`src/rtl/ssd_decode_monitor.sv`:
```
// ============================================================================
// ssd_decode_monitor
//
// Receive-side checker for a 3-bit seven-segment counter. The active-low
// segment bus is sampled every clock and debounced. Each stable pattern is
// decoded back to a digit 0..7. Patterns that are not in the digit table are
// flagged. Successive accepted digits are optionally checked against the
// counter's +1 mod 8 sequence. A saturating count of all flagged events is
// kept.
//
// Optional feature macro: SSD_SEQ_CHECK_EN
//   defined   - sequence checking is active; SEQ_ERR pulses on a bad step and
//               ERR_COUNT counts INVALID plus SEQ_ERR events.
//   undefined - sequence-check logic is absent; SEQ_ERR is tied low and
//               ERR_COUNT counts INVALID events only.
//
// Parameters:
//   STABLE_CYCLES  consecutive equal samples needed to accept a pattern (1..255)
//   ERR_W          width of ERR_COUNT
//
// Ports:
//   CLOCK      in   rising-edge clock for all logic
//   RESET      in   asynchronous reset, active low
//   SSD_IN     in   [6:0] segment bus, bit 6 = g .. bit 0 = a, active low
//   VALUE      out  [2:0] last accepted digit
//   VALID      out  one-cycle pulse when VALUE takes a new accepted digit
//   INVALID    out  one-cycle pulse when a stable pattern is not a digit
//   SEQ_ERR    out  one-cycle pulse when an accepted digit breaks +1 mod 8
//   LOCKED     out  a digit was accepted and no invalid pattern seen since
//   ERR_COUNT  out  [ERR_W-1:0] saturating count of error events
// ============================================================================
module ssd_decode_monitor #(
    parameter int STABLE_CYCLES = 4,
    parameter int ERR_W         = 8
) (
    input  logic             CLOCK,
    input  logic             RESET,
    input  logic [6:0]       SSD_IN,
    output logic [2:0]       VALUE,
    output logic             VALID,
    output logic             INVALID,
    output logic             SEQ_ERR,
    output logic             LOCKED,
    output logic [ERR_W-1:0] ERR_COUNT
);

    localparam logic [7:0]       STABLE_N  = 8'(STABLE_CYCLES);
    localparam logic [6:0]       BLANK     = 7'b1111111;
    localparam logic [ERR_W-1:0] ERR_ONE   = ERR_W'(1);
    localparam logic [ERR_W-1:0] ERR_MAX   = {ERR_W{1'b1}};

    // ------------------------------------------------------------------------
    // Sampling and debounce
    // ------------------------------------------------------------------------
    logic [6:0] sample_q;   // last registered segment pattern
    logic [7:0] run_cnt;    // length of the current run of equal samples
    logic       hit_q;      // run reached STABLE_N on the previous edge
    logic       same;
    logic [7:0] run_nxt;
    logic       hit_nxt;

    always_comb begin
        same    = (SSD_IN == sample_q);
        run_nxt = 8'd1;
        if (same) begin
            run_nxt = (run_cnt == STABLE_N) ? run_cnt : run_cnt + 8'd1;
        end
        // The run reaches its threshold on this edge only if it was not already
        // sitting saturated; a fresh run that loads 1 counts as reaching it when
        // STABLE_N is 1, which gives a decision on every change.
        hit_nxt = (run_nxt == STABLE_N) && (!same || (run_cnt != STABLE_N));
    end

    // NOTE: every piece of sequential state is written with non-blocking
    // assignments so all registers see the values from before the edge.
    always_ff @(posedge CLOCK or negedge RESET) begin
        if (!RESET) begin
            sample_q <= BLANK;
            run_cnt  <= 8'd0;
            hit_q    <= 1'b0;
        end else begin
            sample_q <= SSD_IN;
            run_cnt  <= run_nxt;
            hit_q    <= hit_nxt;
        end
    end

    // ------------------------------------------------------------------------
    // Pattern decode. The pattern in sample_q is still the accepted one on the
    // edge after the run completes, because hit_q is only one edge behind.
    // ------------------------------------------------------------------------
    logic       dec_ok;
    logic [2:0] dec_val;

    // NOTE: both decode outputs get a default before the case so that no
    // pattern leaves them unassigned, which would infer latches.
    always_comb begin
        dec_ok  = 1'b1;
        dec_val = 3'd0;
        case (sample_q)
            7'b1000000: dec_val = 3'd0;
            7'b1111001: dec_val = 3'd1;
            7'b0100100: dec_val = 3'd2;
            7'b0110000: dec_val = 3'd3;
            7'b0011001: dec_val = 3'd4;
            7'b0010010: dec_val = 3'd5;
            7'b0000010: dec_val = 3'd6;
            7'b1111000: dec_val = 3'd7;
            default:    dec_ok  = 1'b0;
        endcase
    end

    // ------------------------------------------------------------------------
    // Acceptance decisions
    // ------------------------------------------------------------------------
    logic accept_invalid;
    logic accept_new;
    logic seq_pulse;
    logic err_inc;

    always_comb begin
        accept_invalid = hit_q && !dec_ok;
        // A stable return to the digit already shown while locked is a glitch
        // recovery, not a new digit.
        accept_new     = hit_q && dec_ok && !(LOCKED && (dec_val == VALUE));
`ifdef SSD_SEQ_CHECK_EN
        // Only judged while locked: the first digit after reset or after an
        // invalid pattern has no trustworthy predecessor.
        seq_pulse      = accept_new && LOCKED && (dec_val != VALUE + 3'd1);
`else
        seq_pulse      = 1'b0;
`endif
        // INVALID and SEQ_ERR never coincide, so one increment per cycle.
        err_inc        = accept_invalid || seq_pulse;
    end

    always_ff @(posedge CLOCK or negedge RESET) begin
        if (!RESET) begin
            VALUE     <= 3'd0;
            VALID     <= 1'b0;
            INVALID   <= 1'b0;
            LOCKED    <= 1'b0;
            ERR_COUNT <= '0;
        end else begin
            VALID   <= accept_new;
            INVALID <= accept_invalid;
            if (accept_new) begin
                VALUE  <= dec_val;
                LOCKED <= 1'b1;
            end else if (accept_invalid) begin
                LOCKED <= 1'b0;
            end
            if (err_inc && (ERR_COUNT != ERR_MAX)) begin
                ERR_COUNT <= ERR_COUNT + ERR_ONE;
            end
        end
    end

`ifdef SSD_SEQ_CHECK_EN
    always_ff @(posedge CLOCK or negedge RESET) begin
        if (!RESET) begin
            SEQ_ERR <= 1'b0;
        end else begin
            SEQ_ERR <= seq_pulse;
        end
    end
`else
    assign SEQ_ERR = 1'b0;
`endif

endmodule
```
`config.mk`:
```
export PLATFORM = sky130hd
export DESIGN_NAME = ssd_decode_monitor
export DESIGN_NICKNAME = d
export VERILOG_FILES = /design/src/rtl/ssd_decode_monitor.sv
export SDC_FILE = /design/constraint.sdc
export NUM_CORES = 1
export LEC_CHECK = 0
export CAP_MARGIN = 20
export CORE_MARGIN = 2
export CORE_UTILIZATION = 50
export CTS_BUF_LIST = sky130_fd_sc_hd__clkbuf_4
export CTS_CLUSTER_DIAMETER = 200
export DETAILED_ROUTE_END_ITERATION = 12
export HOLD_SLACK_MARGIN = 0.05
export PLACE_DENSITY = 0.88
export SLEW_MARGIN = 20
export SYNTH_ARGS = -nofsm -noshare
export SYNTH_HDL_FRONTEND = slang
export SYNTH_SLANG_ARGS = --single-unit
```
`constraint.sdc`:
```
create_clock -name CLOCK -period 2.2 [get_ports CLOCK]
set_clock_uncertainty 0.15 [all_clocks]
set_input_delay 0.44 -clock CLOCK [delete_from_list [all_inputs] [get_ports CLOCK]]
set_output_delay 0.44 -clock CLOCK [all_outputs]
set_load 0.02 [all_outputs]
```
==> summary.txt, run 1 <==
Status: finished with violations
Failing checks: negative setup slack
Clk Latency, worst-skew pair: 0.33 ns
Initial DRC Count: 83
Max FO, Critical Path: 5
Predominant post-synthesis flop cell: dfrtp_1
Num Clock Sinks: 30
H-tree levels: 2
Crit path launch type: flip-flop
Post-DRT Antenna Nets: 0
CTS Buf Count: 5
Chip Height: 61.76 µm
Setup TNS: -0.01271 ns
Routed WL: 3441 µm
Area growth syn-to-layout: 22.51%
CP Data Arrival Time: 2.27 ns
Power per standard cell area: 469.5 nW/µm²
Top post-synthesis cells by area: dfrtp_1 35%, dfstp_2 11%, xnor2_1 7.4%, xor2_1 4.7%, nor2_1 3.8%
Final period util: 100.3%
Synth Register Bits: 30
Die Width: 61.76 µm
CTS root buf: clkbuf_4
Initial antenna violation count: 0
Register area share after synthesis: 45.54%
Placed cells: 220
Hold Path Class: in -> async
CTS hold repair buffers: 0
Netlist cell types: 50
Crit path kind: reg -> reg
Share of layout cells above drive strength 1: 22.04%
Row count: 20
DRC: 0
Crit path time final: 2.207 ns
Vias in the first global route: 1276
DR vias/cell: 5.504
Final worst slack: -0.006783 ns
CP cell instances: or3b_4 -> a2111oi_4 -> nand3b_4 -> nor2_4 -> nand4_2 -> mux2_4
Area share of the largest cell type after synthesis: 34.51%
RD Place Congestion: 0.8320
Final hold vios: 0
Total gr overflow: 0
Post-synth EDFFs: 0
Num ports: 24
Post-DP HPWL: 2416 µm
Critical path capture point type: flip-flop
GRT Total Usage: 21.43%
Crit path largest cell delay: 0.54 ns
CTS Buffer Depth: 2
RSZ-0062 raised after global routing: true
Most frequent cells after synthesis: 23 x dfrtp_1, 17 x nor2_1, 14 x xnor2_1
Highest clock rate: 453.1 MHz
Antenna diodes: 0
Peak supply drop: 448.9 µV
Worst slew pin tran: 0.5494 ns
Post-Layout Cell Count: 230
Final setup violation count: 2
Die area: 3814 µm²
CP required: 2.27 ns
Pre-Repair DR Iteration Count: 4
Initial Utilization: 53.75%
Asr flop ratio synth: 100.0%
Critical-path top delay cell: dfstp_2
Nets@finish: 197
Syn Inst Count: 154
Slew Limit Headroom: 62.89%
Reg clk slew, reported paths: 0.10 ns
Mapped Area: 1668 µm²
PortBufs: 22
Syn_area_per_cell: 10.83 µm²
Syn nets: 166
Fin. max-slew vios: 0
First-pass GRT wire length: 5775 µm
CTS tree: built
Most common cell in the netlist: dfrtp_1
Area leader, netlist: dfrtp_1
Max-cap violations: 0
Routed len/inst: 14.96 µm
Lkg Pwr: 0.8365 nW
Yosys Warn Count: 0
Core area: 3103 µm²
Largest net degree at the start of global routing: 31
Vias: 1266
## sequential cells by signal (all words and copies together) (netlist names)
signal / count
hit_q: 1
sample_q: 7
VALID: 1
VALUE: 3
run_cnt: 8
INVALID: 1
ERR_COUNT: 8
LOCKED: 1
## routing by layer
metal | global-route usage (%) | share of wire [%] | vias up
li1 | - | - | 598
met1 | 24.17 | 42 | 630
met2 | 37.74 | 53 | 33
met3 | 8.696 | 4.0 | 5
met4 | 5.471 | 0.73 | 0
met5 | 0 | 0 | -
## area by class of cell
cell class / instances / area, µm²
inverters: 4 / 15.01
multi-input cells: 112 / 865.8
repair buffers: 32 / 299.0
clock buffers: 5 / 37.54
well taps: 44 / 55.05
fillers: 258 / 1060
flip-flops and latches: 30 / 759.5
clock inverters: 3 / 11.26
## power breakdown
group,total [mW],leakage [nW],switching (mW),internal (mW)
registers,0.577,0.390,0.0129,0.564
logic,0.0810,0.419,0.0427,0.0383
clock network,0.302,0.0277,0.188,0.114
total,0.959,0.837,0.244,0.716
## through the flow
stage / total power, mW / cell area (µm²) / util [%] / setup slack (ns) / hold slack (ns)
floorplan: 0.6292 / 1668 / - / -0.06730 / -0.005591
global placement: 0.6588 / 1941 / 62.54 / -0.03509 / 0.3310
detailed placement: 0.6641 / 1941 / 62.54 / -0.1474 / 0.3676
CTS: 0.9650 / 2004 / 64.60 / -0.01110 / 0.3377
global route: 1.010 / 2043 / 65.85 / -0.06517 / 0.3799
finish: 0.9594 / 2043 / 65.85 / -0.006783 / 0.3320
## worst paths after layout
path / slack (ns) / startpoint / end / cells past startpoint
max: -0.007 / sample_q[1] / ERR_COUNT[6] / 6
min: 0.33 / RESET / run_cnt[0] / 2
max reg2reg: -0.007 / sample_q[1] / ERR_COUNT[6] / 6
min reg2reg: 0.38 / ERR_COUNT[4] / ERR_COUNT[4] / 1
max in group asynchronous: 1.26 / RESET / sample_q[2] / 2
min in group CLOCK: 0.38 / ERR_COUNT[4] / ERR_COUNT[4] / 1
## cell usage in the layout, fill, tap and decap left out, types with 2 or more instances in the layout
cell / synthesis / routed
inv_1: 4 / 4
dfstp_2: 7 / 7
xor2_1: 9 / 9
a31oi_1: 2 / 2
nand2b_1: 4 / 4
nor4_1: 3 / 2
clkinv_1: 0 / 3
nand4_1: 5 / 5
nor2_1: 17 / 17
mux2_4: 2 / 4
nand3b_1: 2 / 2
a21oi_1: 2 / 2
clkbuf_4: 0 / 5
ha_1: 3 / 3
nand3_1: 6 / 6
clkdlybuf4s50_1: 0 / 22
dfrtp_1: 23 / 23
mux2i_1: 2 / 2
nand2_1: 10 / 10
o21ai_0: 2 / 2
xnor2_1: 14 / 14
buf_4: 2 / 9
## worst max-delay path, delay by kind of cell, from the launching register on
family / cells / cell delay, ns
and+or+nand+nor: 4 / 0.79
DFF: 1 / 0.54
AOI/OAI and AO/OA: 1 / 0.32
muxes: 1 / 0.30
## cells by family after synthesis
family / synth area share, %
AO/OA/AOI/OAI: 8.103
XOR/XNOR: 12.08
adder cells (fa/ha/maj): 2.251
buffers and inverters: 4.650
flip-flops: 45.54
multiplexers: 4.351
other: 0.2248
AND/OR/NAND/NOR: 22.81
## timing repair
action / CTS / global route
endpoints found under the setup margin: 2 / 7
setup buffers: 0 / 2
resized for setup: 3 / 4
pin swaps: 0 / 1
(Power assumes the default switching activity.)
==> run 2: changes to the inputs <==
- CORE_UTILIZATION: 50 -> 48
- CTS_BUF_LIST: sky130_fd_sc_hd__clkbuf_4 -> default
- GPL_ROUTABILITY_DRIVEN: default -> 0
- PLACE_DENSITY: 0.88 -> 0.86
==> run 2 against run 1 <==
Effect of this change:
- the flow now finishes without violations
- non-clock buffer count decreased by 3
- combinational power decreased by 2.6%
- worst hold slack got worse by 0.0067 ns
- core utilization decreased by 5.6 points
- die area increased by 3.9%
- fmax increased by 0.39%
- register-to-register slack about the same
- global-route usage decreased by 3.5 points
- cell area decreased by 1.7%
- sequential share of layout area increased by 0.62 points
- first-iteration DRC count decreased by 65%
==> summary.txt, run 2 (synthesis results as in run 1) <==
Pre-Repair DR Iteration Count: 4 (unchanged)
CTS Buf Count: 5 (unchanged)
Met1 Track Usage GR: 20.47% (-3.7 points)
Routed len/inst: 14.27 µm (-4.6%)
Area growth syn-to-layout: 20.48%
Slew Limit Headroom: 62.11% (-0.78 points)
Most frequent cells in the layout: 23 x dfrtp_1, 22 x clkdlybuf4s50_1, 17 x nor2_1
Pre-CTS setup slack: -0.08259 ns (+0.06483 ns)
PortBufs: 22 (unchanged)
Vias: 1218 (-3.8%)
Power per standard cell area: 498.3 nW/µm² (+6.1%)
Crit path kind: reg -> reg
Final Instance Area: 2009 µm² (-1.7%)
Routed WL: 3268 µm (-5.0%)
Peak supply drop: 414.0 µV (-7.8%)
Final setup violation count: 0 (-2)
Highest clock rate: 454.9 MHz (+0.39%)
CP cell instances: or3b_4 -> a2111oi_4 -> nand3b_4 -> nor2_4 -> nand4_2 -> mux2_4
Initial antenna violation count: 0 (unchanged)
Crit path time final: 2.198 ns (-0.008502 ns)
CP Data Arrival Time: 2.28 ns (about the same)
Met3 usage in global routing: 5.586% (-3.1 points)
Max-cap violations: 0 (unchanged)
Initial DRC Count: 29 (-65%)
Post-DRT Antenna Nets: 0 (unchanged)
Crit path largest cell delay: 0.54 ns (about the same)
Reg clk slew, reported paths: 0.10 ns (about the same)
Postcts setup bufs: 0 (unchanged)
Initial Utilization: 49.98% (-3.8 points)
Antenna diodes: 0 (unchanged)
Core area: 3337 µm² (+7.5%)
Final period util: 99.92% (-0.39 points)
RSZ-0062 raised after global routing: true
Fin. max-slew vios: 0 (unchanged)
Die Width: 62.95 µm (+1.9%)
Hold Path Class: in -> async
Num ports: 24 (unchanged)
Setup TNS: 0 ns (+0.01271 ns)
CP required: 2.28 ns (about the same)
Worst slew pin tran: 0.5610 ns (+0.01159 ns)
First-pass GRT wire length: 5533 µm (-4.2%)
Met2 usage: 30.45% (-7.3 points)
CTS tree: built
H-tree levels: 2 (unchanged)
Largest net degree at the start of global routing: 31 (unchanged)
Clk Latency, worst-skew pair: 0.34 ns (about the same)
Nets@finish: 194 (-1.5%)
Chip Height: 62.95 µm (+1.9%)
Num Clock Sinks: 30 (unchanged)
Placed cell area: 1936 µm² (-0.26%)
Status: finished clean
Cell family with most CP delay: simple AND/OR/NAND/NOR gates
Vias in the first global route: 1258 (-1.4%)
Total gr overflow: 0 (unchanged)
Critical path capture point type: flip-flop
Final worst slack: 0.001719 ns (+0.008502 ns)
Lkg Pwr: 0.8229 nW (-1.6%)
Largest regs: ERR_COUNT x8, run_cnt x8, sample_q x7
CTS root buf: clkbuf_4
Max FO, Critical Path: 3 (-2)
DRC: 0 (unchanged)
Row count: 21 (+5.0%)
CTS Buffer Depth: 2 (unchanged)
GR peak layer: met2
Post-DP HPWL: 2391 µm (-1.1%)
Die area: 3962 µm² (+3.9%)
Commonest non-fill, non-tap cell in the layout: dfrtp_1
Critical-path top delay cell: dfstp_2
DR vias/cell: 5.319 (-3.4%)
Crit path launch type: flip-flop
Buffers plus inverters on the worst setup path: 0 (unchanged)
GRT Total Usage: 17.89% (-3.5 points)
Final Hold Slack: 0.3253 ns (-0.006746 ns)
Pwr Total: 1.001 mW (+4.4%)
Final hold vios: 0 (unchanged)
Share of layout cells above drive strength 1: 20.22% (-1.8 points)
run 2: per-layer routing:
layer  vias to the layer above  part of all wire (%)
li1                        590                     -
met3                         6                   5.0
met2                        33                    51
met1                       589                    43
met4                         0                   1.5
met5                         -                     0
run 2: worst reg2reg max path, delay by kind of cell, from the launching register on:
family | cells | cell delay, ns
DFF | 1 | 0.54
AOI/OAI and AO/OA | 1 | 0.34
muxes | 1 | 0.30
and+or+nand+nor | 4 | 0.78
run 2: worst paths after layout:
| path | slack (ns) | depth (start not counted) | endpoint | startpoint |
|---|---|---|---|---|
| min in group CLOCK | 0.35 | 1 | ERR_COUNT[5] | ERR_COUNT[5] |
| hold / removal | 0.33 | 2 | VALID | RESET |
| setup reg to reg | 0.002 | 6 | ERR_COUNT[6] | sample_q[1] |
| setup / recovery | 0.002 | 6 | ERR_COUNT[6] | sample_q[1] |
| hold reg to reg | 0.35 | 1 | ERR_COUNT[5] | ERR_COUNT[5] |
| max in group asynchronous | 1.23 | 2 | sample_q[1] | RESET |
run 2: repair_timing:
action                                  CTS  global route
endpoints found under the setup margin    3             5
gates cloned                              0             0
hold buffers                              0             0
resized for setup                         2             1
pin swaps                                 0             0
run 2: stage by stage:
stage	instances	util [%]
2_1_floorplan	154	-
3_3_place_gp	221	58.01
3_5_place_dp	221	58.01
4_1_cts	229	60.14
5_1_grt	229	60.22
6_report	229	60.22
run 2: where the power goes:
| group | switching [mW] | total, mW | internal, mW |
|---|---|---|---|
| logic | 0.0414 | 0.0789 | 0.0375 |
| clock network | 0.190 | 0.345 | 0.155 |
| registers | 0.0138 | 0.578 | 0.564 |
run 2: area by class of cell:
cell class	count	area, µm²
multi-input cells	112	844.6
inverters	4	15.01
fillers	283	1328
well taps	46	57.56
flip-flops and latches	30	759.5
clock inverters	1	5.005
clock buffers	7	55.05
repair buffers	29	272.8
